$ cat src/rtl/mfp_uart_transmitter_pkg.sv
// Shared UART definitions: FSM state encodings, frame constants and the
// clocks-per-bit divider calculation (also usable by the receive side).
package mfp_uart_transmitter_pkg;

    typedef enum logic [1:0] {
        UART_IDLE  = 2'd0,
        UART_START = 2'd1,
        UART_DATA  = 2'd2,
        UART_STOP  = 2'd3
    } uart_state_t;

    localparam int unsigned DATA_BITS = 8;
    localparam int unsigned STOP_BITS = 1;
    localparam int unsigned FRAME_BITS = 1 + DATA_BITS + STOP_BITS;

    // Clocks per bit, integer-truncated.
    function automatic int unsigned uart_div(input int unsigned clock_hz,
                                             input int unsigned baud);
        return clock_hz / baud;
    endfunction

endpackage

$ cat src/rtl/mfp_uart_tx_fifo.sv
// Synchronous byte FIFO for the UART transmitter.
// Ports: clock/reset_n (async active-low), push/wdata write side,
// pop/rdata read side (rdata is the current head, valid when !empty),
// count (occupancy), full, empty.
module mfp_uart_tx_fifo #(
    parameter int unsigned DEPTH = 16,
    parameter int unsigned WIDTH = 8
) (
    input  logic                       clock,
    input  logic                       reset_n,
    input  logic                       push,
    input  logic [WIDTH-1:0]           wdata,
    input  logic                       pop,
    output logic [WIDTH-1:0]           rdata,
    output logic [$clog2(DEPTH):0]     count,
    output logic                       full,
    output logic                       empty
);

    localparam int unsigned PTR_W = $clog2(DEPTH);
    localparam int unsigned CNT_W = PTR_W + 1;

    logic [WIDTH-1:0] mem [DEPTH];
    logic [PTR_W-1:0] wr_ptr;
    logic [PTR_W-1:0] rd_ptr;
    logic             push_ok;
    logic             pop_ok;

    assign full    = (count == CNT_W'(DEPTH));
    assign empty   = (count == '0);
    assign push_ok = push && !full;
    assign pop_ok  = pop && !empty;
    assign rdata   = mem[rd_ptr];

    // Storage array; no reset needed, occupancy is tracked by count.
    always_ff @(posedge clock) begin
        if (push_ok) begin
            mem[wr_ptr] <= wdata;
        end
    end

    // Pointers wrap modulo DEPTH (power of two); count separates full from empty.
    always_ff @(posedge clock or negedge reset_n) begin
        if (!reset_n) begin
            wr_ptr <= '0;
            rd_ptr <= '0;
            count  <= '0;
        end else begin
            if (push_ok) begin
                wr_ptr <= wr_ptr + PTR_W'(1);
            end
            if (pop_ok) begin
                rd_ptr <= rd_ptr + PTR_W'(1);
            end
            case ({push_ok, pop_ok})
                2'b10:   count <= count + CNT_W'(1);
                2'b01:   count <= count - CNT_W'(1);
                default: count <= count;
            endcase
        end
    end

endmodule

$ cat src/rtl/mfp_uart_transmitter.sv
// UART transmitter, 8N1, LSB first, idle-high line.
// Ports: clock/reset_n (async active-low); byte_data/byte_valid/byte_ready
// push handshake into the byte FIFO; tx registered serial line; busy while
// a frame is on the line or bytes are queued; fifo_count queued bytes
// (excluding the one being shifted); overflow sticky dropped-byte flag.
module mfp_uart_transmitter
    import mfp_uart_transmitter_pkg::*;
#(
    parameter int unsigned CLOCK_FREQUENCY = 50000000,
    parameter int unsigned BAUD_RATE       = 115200,
    parameter int unsigned FIFO_DEPTH      = 16
) (
    input  logic                          clock,
    input  logic                          reset_n,
    input  logic [7:0]                    byte_data,
    input  logic                          byte_valid,
    output logic                          byte_ready,
    output logic                          tx,
    output logic                          busy,
    output logic [$clog2(FIFO_DEPTH):0]   fifo_count,
    output logic                          overflow
);

    localparam int unsigned DIV    = uart_div(CLOCK_FREQUENCY, BAUD_RATE);
    localparam int unsigned BAUD_W = (DIV > 1) ? $clog2(DIV) : 1;
    localparam int unsigned IDX_W  = $clog2(DATA_BITS);

    // Elaboration-time parameter sanity.
    if (DIV < 2) begin : g_div_check
        $error("mfp_uart_transmitter: CLOCK_FREQUENCY/BAUD_RATE must be >= 2");
    end
    if (FIFO_DEPTH < 2 || (FIFO_DEPTH & (FIFO_DEPTH - 1)) != 0) begin : g_depth_check
        $error("mfp_uart_transmitter: FIFO_DEPTH must be a power of two >= 2");
    end

    uart_state_t            state, state_nxt;
    logic [BAUD_W-1:0]      baud_cnt, baud_cnt_nxt;
    logic [IDX_W-1:0]       bit_idx, bit_idx_nxt;
    logic [DATA_BITS-1:0]   shift, shift_nxt;
    logic                   tx_nxt;
    logic                   pop;
    logic                   push;
    logic [7:0]             fifo_head;
    logic                   fifo_full;
    logic                   fifo_empty;
    logic                   bit_end;

    // Ready depends only on registered occupancy, never on a same-cycle pop.
    assign byte_ready = !fifo_full;
    assign push       = byte_valid && byte_ready;
    assign busy       = (state != UART_IDLE) || (fifo_count != '0);
    assign bit_end    = (baud_cnt == BAUD_W'(DIV - 1));

    mfp_uart_tx_fifo #(
        .DEPTH (FIFO_DEPTH),
        .WIDTH (8)
    ) u_fifo (
        .clock   (clock),
        .reset_n (reset_n),
        .push    (push),
        .wdata   (byte_data),
        .pop     (pop),
        .rdata   (fifo_head),
        .count   (fifo_count),
        .full    (fifo_full),
        .empty   (fifo_empty)
    );

    // State, baud counter, shift register and line register.
    always_ff @(posedge clock or negedge reset_n) begin
        if (!reset_n) begin
            state    <= UART_IDLE;
            baud_cnt <= '0;
            bit_idx  <= '0;
            shift    <= '0;
            tx       <= 1'b1;
        end else begin
            state    <= state_nxt;
            baud_cnt <= baud_cnt_nxt;
            bit_idx  <= bit_idx_nxt;
            shift    <= shift_nxt;
            tx       <= tx_nxt;
        end
    end

    // Next-state and datapath control.
    always_comb begin
        state_nxt    = state;
        baud_cnt_nxt = baud_cnt;
        bit_idx_nxt  = bit_idx;
        shift_nxt    = shift;
        tx_nxt       = tx;
        pop          = 1'b0;

        unique case (state)
            UART_IDLE: begin
                tx_nxt       = 1'b1;
                baud_cnt_nxt = '0;
                if (!fifo_empty) begin
                    pop         = 1'b1;
                    shift_nxt   = fifo_head;
                    bit_idx_nxt = '0;
                    state_nxt   = UART_START;
                    tx_nxt      = 1'b0;
                end
            end
            UART_START: begin
                if (bit_end) begin
                    baud_cnt_nxt = '0;
                    state_nxt    = UART_DATA;
                    tx_nxt       = shift[0];
                end else begin
                    baud_cnt_nxt = baud_cnt + BAUD_W'(1);
                end
            end
            UART_DATA: begin
                if (bit_end) begin
                    baud_cnt_nxt = '0;
                    if (bit_idx == IDX_W'(DATA_BITS - 1)) begin
                        state_nxt = UART_STOP;
                        tx_nxt    = 1'b1;
                    end else begin
                        shift_nxt   = shift >> 1;
                        bit_idx_nxt = bit_idx + IDX_W'(1);
                        tx_nxt      = shift[1];
                    end
                end else begin
                    baud_cnt_nxt = baud_cnt + BAUD_W'(1);
                end
            end
            UART_STOP: begin
                if (bit_end) begin
                    baud_cnt_nxt = '0;
                    // Back-to-back frames: next start bit follows the stop bit directly.
                    if (!fifo_empty) begin
                        pop         = 1'b1;
                        shift_nxt   = fifo_head;
                        bit_idx_nxt = '0;
                        state_nxt   = UART_START;
                        tx_nxt      = 1'b0;
                    end else begin
                        state_nxt = UART_IDLE;
                        tx_nxt    = 1'b1;
                    end
                end else begin
                    baud_cnt_nxt = baud_cnt + BAUD_W'(1);
                end
            end
            default: begin
                state_nxt = UART_IDLE;
                tx_nxt    = 1'b1;
            end
        endcase
    end

    // Sticky flag for bytes offered while the FIFO was full.
    always_ff @(posedge clock or negedge reset_n) begin
        if (!reset_n) begin
            overflow <= 1'b0;
        end else if (byte_valid && !byte_ready) begin
            overflow <= 1'b1;
        end
    end

endmodule
$ cat config.mk
export PLATFORM = sky130hd
export DESIGN_NAME = mfp_uart_transmitter
export DESIGN_NICKNAME = d
export VERILOG_FILES = /design/src/rtl/mfp_uart_transmitter_pkg.sv /design/src/rtl/mfp_uart_tx_fifo.sv /design/src/rtl/mfp_uart_transmitter.sv
export SDC_FILE = /design/constraint.sdc
export NUM_CORES = 1
export LEC_CHECK = 0
export BUFFER_PORTS_ARGS = -buffer_cell sky130_fd_sc_hd__buf_2
export CELL_PAD_IN_SITES_DETAIL_PLACEMENT = 0
export CELL_PAD_IN_SITES_GLOBAL_PLACEMENT = 1
export CORE_MARGIN = 2
export CORE_UTILIZATION = 53
export CTS_CLUSTER_SIZE = 14
export DETAILED_ROUTE_END_ITERATION = 7
export PLACE_DENSITY_LB_ADDON = 0.1
export SYNTH_ARGS = -nofsm -noshare
export SYNTH_HDL_FRONTEND = slang
export SYNTH_SLANG_ARGS = --single-unit
$ cat constraint.sdc
create_clock -name clock -period 3.6 [get_ports clock]
set_input_delay 0.54 -clock clock [delete_from_list [all_inputs] [get_ports clock]]
set_output_delay 0.54 -clock clock [all_outputs]
set_load 0.005 [all_outputs]
==> impl_metrics.json, run 1 <==
{
  "total_of_flip_flops_plus_latches_after_synthesis": 165,
  "detail_route.drc_violations": 0,
  "ant_nets": 0,
  "syn_area_per_cell_um2": 16.6,
  "route.vias.total": 3587,
  "multi_input_comb_area_um2": 1970,
  "outcome": "complete, no violations",
  "endpoint_kind": "flip-flop",
  "fp.coreArea_um2": 12700,
  "htree_levels": 4,
  "synthDistinctLibCells": 50,
  "detailedRoute.firstIterationViolations": 225,
  "finalHoldViolations": 0,
  "final_net_count": 473,
  "area_growth_pct": 12.0,
  "critPathRequiredTime_ns": 3.94,
  "postSynth.topFlopCell": "sky130_fd_sc_hd__edfxtp_1",
  "setup.worst_path.start_class": "flip-flop",
  "placementRows": 41,
  "numPortBuffers": 19,
  "worstMarginPinSlew_ns": 0.940,
  "fp.dieH_um": 118,
  "cts_sinks": 165,
  "setup_repair_after_global_routing_missed_its_margin": "false",
  "cts_buffers": 17,
  "syn_area_um2": 6930,
  "drive_gt1_frac": 0.208,
  "timing.fmax_ghz": 0.341,
  "synth-seq-area-share": 0.688,
  "place.gp.congestion": 0.805,
  "grt_pass1_wl_um": 20600,
  "postSynthNetCount": 448,
  "hp-class": "in2async",
  "drt_pre_antenna_iters": 6,
  "critical_path_at_ns": 3.28,
  "antenna-diode-count": 0,
  "p_leak_nw": 2.75,
  "timing.final.crit_period_ns": 2.94,
  "clock_slew_at_reported_path_ffs_ns": 0.06,
  "ios": 20,
  "wl_per_cell_um": 20.3,
  "floorplan.die.width_um": 118,
  "synthesis.yosys.warnings": 0,
  "clock_path_buffers": 2,
  "worst-path-max-fanout": 5,
  "postCtsResizedCells": 0,
  "grt_usage": 0.200,
  "clock-skew-final_ns": 0.00694,
  "initial_core_util": 0.547,
  "seqCellArea_um2": 4770,
  "share_of_flip_flops_with_an_asynchronous_set_or_reset": 0.224,
  "grt_max_degree": 38,
  "dp_hpwl_um": 8120,
  "final_max_slew_viol_count": 0,
  "cts_root_buffer": "sky130_fd_sc_hd__clkbuf_16",
  "timing.final.crit_share": 0.816,
  "worst-setup-path-type": "reg2reg",
  "fin_hold_ws_ns": 0.231,
  "finalSetupTns_ns": 0,
  "worst_skew_pair_later_pin_latency_ns": 0.42,
  "die_ar_um2": 14000,
  "finalPower_mw": 6.34,
  "post-cts-setup-buffer-count": 0,
  "drt-total-wl_um": 12800,
  "report.final.setup_viol": 0,
  "power.density_cell_area_nw_per_um2": 817,
  "antenna_found_initial": 0,
  "slew_headroom": 0.371,
  "tritoncts_clock_tree": "built",
  "avgViaCountPerCell": 5.71,
  "drv.max_cap_violation_count": 0,
  "gr-total-overflow": 0,
  "n_fill_cell": 958,
  "vias_in_the_first_global_route": 3705,
  "largest_vdd_supply_drop_v": 0.000424,
  "syn_inst": 418,
  "postCtsHoldBufs": 0,
  "number_of_flops_mapped_to_enable_cells_by_yosys": 128
}
[cell usage after synthesis (5+ instances only)]
cell,n,share of area
sky130_fd_sc_hd__ha_1,18,0.032
sky130_fd_sc_hd__nor3_1,6,0.0043
sky130_fd_sc_hd__xnor2_1,11,0.014
sky130_fd_sc_hd__xor2_1,6,0.0076
sky130_fd_sc_hd__dfrtp_1,36,0.13
sky130_fd_sc_hd__nand2_1,17,0.0092
sky130_fd_sc_hd__a22oi_1,15,0.016
sky130_fd_sc_hd__buf_2,5,0.0036
sky130_fd_sc_hd__clkbuf_1,5,0.0027
sky130_fd_sc_hd__nor2_1,36,0.019
sky130_fd_sc_hd__nand3_1,6,0.0043
sky130_fd_sc_hd__mux4_1,6,0.023
sky130_fd_sc_hd__inv_1,15,0.0081
sky130_fd_sc_hd__o21ai_0,9,0.0065
sky130_fd_sc_hd__edfxtp_1,128,0.55
sky130_fd_sc_hd__a21oi_1,24,0.017
sky130_fd_sc_hd__mux4_2,26,0.084
[flip-flops by register name, summed over array words and instances, names as in the netlist]
signal,flops
u_fifo.mem,128
baud_cnt,9
shift,8
u_fifo.count,5
u_fifo.rd_ptr,4
u_fifo.wr_ptr,4
bit_idx,3
state,2
overflow,1
tx,1
[worst paths after layout]
path / from / end / slack, ns / depth (start not counted)
setup / recovery: baud_cnt[1]$_DFF_PN0_ / u_fifo.count[4]$_DFFE_PN0P_ / 0.66 / 13
hold / removal: reset_n / baud_cnt[8]$_DFF_PN0_ / 0.23 / 1
setup reg to reg: baud_cnt[1]$_DFF_PN0_ / u_fifo.count[4]$_DFFE_PN0P_ / 0.66 / 13
hold reg to reg: overflow$_DFFE_PN0P_ / overflow$_DFFE_PN0P_ / 0.46 / 1
max in group asynchronous: reset_n / u_fifo.rd_ptr[0]$_DFFE_PN0P_ / 2.79 / 1
min in group clock: byte_valid / overflow$_DFFE_PN0P_ / 0.38 / 2
[metal layers]
| metal | share of wire | vias to the layer above | global-route usage |
|---|---|---|---|
| li1 | - | 1658 | - |
| met1 | 0.45 | 1822 | 0.283 |
| met2 | 0.49 | 97 | 0.312 |
| met3 | 0.045 | 10 | 0.0362 |
| met4 | 0.0092 | 0 | 0.0761 |
| met5 | 0 | - | 0 |
[cell type report]
cell class              count  area share
clock inverters            15      0.0210
well taps                 172      0.0277
repair buffers             26      0.0206
clock buffers              17      0.0548
inverters                  15     0.00725
flip-flops and latches    165       0.615
multi-input cells         218       0.254
[where the power goes]
group	internal [mW]	switching, mW
Combinational	0.877	1.05
Sequential	2.38	0.263
Clock	0.982	0.786
Total	4.24	2.10
[placed cells by master (no fill, tap or decap), types with 2 or more instances in the layout]
master | synthesis | routed
sky130_fd_sc_hd__inv_6 | 0 | 3
sky130_fd_sc_hd__buf_4 | 1 | 6
sky130_fd_sc_hd__edfxtp_1 | 128 | 128
sky130_fd_sc_hd__nand2b_1 | 4 | 4
sky130_fd_sc_hd__o21ai_0 | 9 | 9
sky130_fd_sc_hd__a31oi_1 | 2 | 2
sky130_fd_sc_hd__ha_1 | 18 | 18
sky130_fd_sc_hd__mux2_2 | 2 | 2
sky130_fd_sc_hd__dfrtp_1 | 36 | 35
sky130_fd_sc_hd__a21o_1 | 2 | 2
sky130_fd_sc_hd__clkinv_4 | 0 | 2
sky130_fd_sc_hd__a22oi_1 | 15 | 15
sky130_fd_sc_hd__nand3_1 | 6 | 6
sky130_fd_sc_hd__inv_8 | 0 | 4
sky130_fd_sc_hd__and2_1 | 2 | 2
sky130_fd_sc_hd__nand2_1 | 17 | 17
sky130_fd_sc_hd__nor2b_1 | 3 | 3
sky130_fd_sc_hd__nor3_1 | 6 | 6
sky130_fd_sc_hd__a21oi_1 | 24 | 24
sky130_fd_sc_hd__clkinvlp_4 | 0 | 3
sky130_fd_sc_hd__mux4_2 | 26 | 26
sky130_fd_sc_hd__nor2_1 | 36 | 36
sky130_fd_sc_hd__xnor2_1 | 11 | 11
sky130_fd_sc_hd__mux4_1 | 6 | 6
sky130_fd_sc_hd__buf_2 | 5 | 19
sky130_fd_sc_hd__xor2_1 | 6 | 6
sky130_fd_sc_hd__clkbuf_16 | 0 | 17
sky130_fd_sc_hd__nand4_1 | 3 | 3
sky130_fd_sc_hd__inv_1 | 15 | 15
[worst max-delay path, cell delays in order (launching register included)]
cell	delay, ns
sky130_fd_sc_hd__dfrtp_1	0.41
sky130_fd_sc_hd__inv_1	0.07
sky130_fd_sc_hd__ha_1	0.12
sky130_fd_sc_hd__and4b_1	0.29
sky130_fd_sc_hd__a31oi_1	0.14
sky130_fd_sc_hd__nor3_2	0.31
sky130_fd_sc_hd__ha_1	0.29
sky130_fd_sc_hd__inv_1	0.09
sky130_fd_sc_hd__fa_1	0.40
sky130_fd_sc_hd__nor2b_1	0.11
sky130_fd_sc_hd__o21ai_0	0.10
sky130_fd_sc_hd__and3_1	0.19
sky130_fd_sc_hd__nor3_1	0.16
sky130_fd_sc_hd__xor2_1	0.16
[cell families after synthesis]
logic type      synth area share
compound gates            0.0561
mux                        0.112
flops                      0.688
fa+ha+maj                 0.0354
buf+inv                   0.0273
simple gates              0.0596
xor+xnor                  0.0215
[per-stage QoR]
stage	instances	setup slack, ns	utilization	instance area [um^2]
after floorplan	418	0.912	-	6930
after global placement	596	0.704	0.566	7180
after detailed placement	596	0.670	0.566	7180
after CTS	628	0.641	0.613	7760
after global routing	628	0.411	0.613	7760
final	628	0.664	0.613	7760
Power figures use the tool's default switching activity.
==> run 2: changes to the inputs <==
--- a/config.mk
+++ b/config.mk
@@ -5,11 +5,12 @@
 export SDC_FILE = /design/constraint.sdc
 export NUM_CORES = 1
 export LEC_CHECK = 0
+export ABC_AREA = 1
 export BUFFER_PORTS_ARGS = -buffer_cell sky130_fd_sc_hd__buf_2
 export CELL_PAD_IN_SITES_DETAIL_PLACEMENT = 0
 export CELL_PAD_IN_SITES_GLOBAL_PLACEMENT = 1
 export CORE_MARGIN = 2
-export CORE_UTILIZATION = 53
+export CORE_UTILIZATION = 49
 export CTS_CLUSTER_SIZE = 14
 export DETAILED_ROUTE_END_ITERATION = 7
 export PLACE_DENSITY_LB_ADDON = 0.1
==> constraint.sdc (replaced) <==
create_clock -name clock -period 3 [get_ports clock]
set_input_delay 0.45 -clock clock [delete_from_list [all_inputs] [get_ports clock]]
set_output_delay 0.45 -clock clock [all_outputs]
set_load 0.005 [all_outputs]
==> run 2 against run 1 <==
First-iteration DRC count is 94% higher. Final area is 6.0% higher. Global-route usage is 1.8 points higher. Utilization is 5.1 points lower. Power is 11% lower. Die area is 15% higher. Register-to-register slack worse by 0.34 ns. Hold slack worse by 0.099 ns. Critical path depth is 4 higher. Worst setup slack worse by 0.34 ns. Via count is 36% higher. Largest power group unchanged.
==> impl_metrics.json, run 2 <==
{
  "outcome": "complete, no violations",
  "clock_slew_at_reported_path_ffs_ns": 0.06,
  "detail_route.drc_violations": 0,
  "ios": 20,
  "postSynthNetCount": 765,
  "yosysTopAreaCell": "sky130_fd_sc_hd__edfxtp_1",
  "postLayoutSetupSlackWorst_ns": 0.323,
  "largest_registers": "u_fifo.mem (128), baud_cnt (9), shift (8)",
  "timing.fmax_ghz": 0.374,
  "use_met3": 0.0460,
  "drt_pre_antenna_iters": 5,
  "dp_slack_ns": 0.165,
  "critPathRequiredTime_ns": 3.36,
  "cts_root_buffer": "sky130_fd_sc_hd__clkbuf_16",
  "finalPower_mw": 5.67,
  "numPortBuffers": 19,
  "endpoint_kind": "flip-flop",
  "layout_commonest_cell": "sky130_fd_sc_hd__nand2_1",
  "slew_headroom": 0.418,
  "most-common-layout-cells": "sky130_fd_sc_hd__nand2_1, sky130_fd_sc_hd__edfxtp_1, sky130_fd_sc_hd__nor2_1",
  "share_of_flip_flops_with_an_asynchronous_set_or_reset": 0.224,
  "synthesis.yosys.warnings": 0,
  "fp.coreArea_um2": 14600,
  "fp.dieH_um": 127,
  "placementRows": 44,
  "synth-seq-area-share": 0.647,
  "worst-setup-path-type": "reg2reg",
  "number_of_flops_mapped_to_enable_cells_by_yosys": 128,
  "area_growth_pct": 11.6,
  "initial_core_util": 0.504,
  "p_leak_nw": 3.54,
  "largest_register_ff_count": 128,
  "avgViaCountPerCell": 5.11,
  "synthDistinctLibCells": 30,
  "report.final.setup_viol": 0,
  "worstMarginPinSlew_ns": 0.873,
  "setup.worst_path.start_class": "flip-flop",
  "critical_path_at_ns": 3.03,
  "grtUsageMet2": 0.328,
  "registers.top_by_ff_count": "u_fifo.mem",
  "dp_hpwl_um": 10100,
  "syn_area_um2": 7370,
  "antenna-diode-count": 0,
  "ant_nets": 0,
  "cts_buffers": 17,
  "final_net_count": 786,
  "final_max_slew_viol_count": 0,
  "hp-class": "in2async",
  "place.gp.congestion": 0.807,
  "syn_area_per_cell_um2": 10.0,
  "htree_levels": 4,
  "setup_repair_after_global_routing_missed_its_margin": "false",
  "clock_path_buffers": 2,
  "timing.final.crit_share": 0.892,
  "grt-busiest-layer": "met2",
  "finalHoldViolations": 0,
  "grt_usage": 0.218,
  "drt-total-wl_um": 16200,
  "drv.max_cap_violation_count": 0,
  "syn_inst": 735,
  "timing.final.crit_period_ns": 2.68,
  "die_ar_um2": 16000,
  "worst_skew_pair_later_pin_latency_ns": 0.43,
  "post_synth_main_area_contributors": "sky130_fd_sc_hd__edfxtp_1, sky130_fd_sc_hd__dfrtp_1, sky130_fd_sc_hd__nand2_1",
  "clock-skew-final_ns": 0.00542,
  "power.density_cell_area_nw_per_um2": 689,
  "antenna_found_initial": 0,
  "cts_sinks": 165,
  "worst-path-max-fanout": 9,
  "drive_gt1_frac": 0.0897,
  "grt_pass1_wl_um": 26000,
  "largest_vdd_supply_drop_v": 0.000476,
  "floorplan.die.width_um": 127,
  "total_of_flip_flops_plus_latches_after_synthesis": 165,
  "wl_per_cell_um": 17.0,
  "synth.top_cells.by_count": "sky130_fd_sc_hd__nand2_1, sky130_fd_sc_hd__edfxtp_1, sky130_fd_sc_hd__nor2_1",
  "netlist.area_leader.share": 0.521,
  "use_met1": 0.320,
  "post-place-cells": 920,
  "gr-total-overflow": 0,
  "yosys.cell_count.top_type": "sky130_fd_sc_hd__nand2_1",
  "route.vias.total": 4869,
  "n_fill_cell": 1261,
  "fin_hold_ws_ns": 0.131,
  "grt_max_degree": 80,
  "vias_in_the_first_global_route": 4856,
  "finalSetupTns_ns": 0,
  "final-instance-count-excl-fill": 953,
  "tritoncts_clock_tree": "built",
  "postSynth.topFlopCell": "sky130_fd_sc_hd__edfxtp_1",
  "detailedRoute.firstIterationViolations": 437
}
==> run 2: cell types whose count changed after synthesis, sizes merged, moves of 7 or more <==
| cell | before | now |
|---|---|---|
| buf | 14 | 21 |
| o21ai | 10 | 25 |
| a22oi | 15 | 0 |
| inv | 15 | 60 |
| a21oi | 24 | 10 |
| mux4 | 32 | 0 |
| xnor2 | 11 | 3 |
| nand2 | 17 | 237 |
| nand3 | 6 | 57 |
| nor2 | 37 | 106 |
==> run 2: worst paths after layout <==
kind | startpoint | to | slack (ns) | cells past startpoint
min reg2reg | overflow$_DFFE_PN0P_ | overflow$_DFFE_PN0P_ | 0.45 | 1
max reg2reg | baud_cnt[1]$_DFF_PN0_ | u_fifo.count[4]$_DFFE_PN0P_ | 0.32 | 17
min | reset_n | bit_idx[1]$_DFFE_PN0P_ | 0.13 | 1
max | baud_cnt[1]$_DFF_PN0_ | u_fifo.count[4]$_DFFE_PN0P_ | 0.32 | 17
max in group asynchronous | reset_n | u_fifo.rd_ptr[0]$_DFFE_PN0P_ | 2.25 | 1
min in group clock | byte_valid | overflow$_DFFE_PN0P_ | 0.24 | 2
==> run 2: worst max-delay path, stage by stage, from the launching register on <==
cell and delay [ns]:
sky130_fd_sc_hd__dfrtp_1 0.41, sky130_fd_sc_hd__inv_1 0.07, sky130_fd_sc_hd__ha_1 0.14, sky130_fd_sc_hd__nand2_1 0.05, sky130_fd_sc_hd__nor2_1 0.09, sky130_fd_sc_hd__nand2_1 0.11, sky130_fd_sc_hd__nand2_2 0.18, sky130_fd_sc_hd__nand4_1 0.19
sky130_fd_sc_hd__inv_2 0.13, sky130_fd_sc_hd__ha_2 0.24, sky130_fd_sc_hd__inv_1 0.07, sky130_fd_sc_hd__fa_1 0.36, sky130_fd_sc_hd__inv_1 0.09, sky130_fd_sc_hd__nand3_1 0.07, sky130_fd_sc_hd__nand2_1 0.09, sky130_fd_sc_hd__a21oi_1 0.06
sky130_fd_sc_hd__o21ai_0 0.09, sky130_fd_sc_hd__xor2_1 0.15
==> run 2: area by class of cell <==
| class | instances | area [um^2] | share of cell area |
|---|---|---|---|
| clock buffers | 23 | 468 | 0.0569 |
| inverters | 62 | 234 | 0.0284 |
| repair buffers | 26 | 148 | 0.0179 |
| well taps | 184 | 230 | 0.0280 |
| flip-flops and latches | 165 | 4770 | 0.580 |
| clock inverters | 9 | 150 | 0.0182 |
| multi-input cells | 484 | 2230 | 0.271 |
==> run 2: power by group <==
part | leakage (nW) | internal, mW | total, mW | switching (mW)
Combinational | 1.63 | 0.177 | 0.600 | 0.422
Clock | 0.299 | 1.43 | 2.28 | 0.845
Sequential | 1.61 | 2.70 | 2.79 | 0.0942
Total | 3.54 | 4.31 | 5.67 | 1.36
==> run 2: timing repair <==
item                                    4_1_cts  5_1_grt
endpoints found under the setup margin        0        1
buffers inserted                              0        1
hold buffers                                  0        0
gates resized for setup                       0        2
==> run 2: cells by family after synthesis <==
| family | Yosys count | share of synthesized area |
|---|---|---|
| flip-flops | 165 | 0.647 |
| adder cells (fa/ha/maj) | 19 | 0.0333 |
| buffers and inverters | 86 | 0.0512 |
| AND/OR/NAND/NOR | 415 | 0.228 |
| AO/OA/AOI/OAI | 39 | 0.0278 |
| XOR/XNOR | 11 | 0.0131 |
==> run 2: routing by layer <==
layer / wire (um) / share of wire
met1: 7950 / 0.49
met2: 7250 / 0.45
met3: 727 / 0.045
met4: 278 / 0.017
met5: 0 / 0
==> run 2: stage by stage <==
step / area [um^2] / utilization
floorplan: 7370 / -
global placement: 7600 / 0.519
detailed placement: 7600 / 0.519
CTS: 8220 / 0.561
global route: 8230 / 0.562
finish: 8230 / 0.562
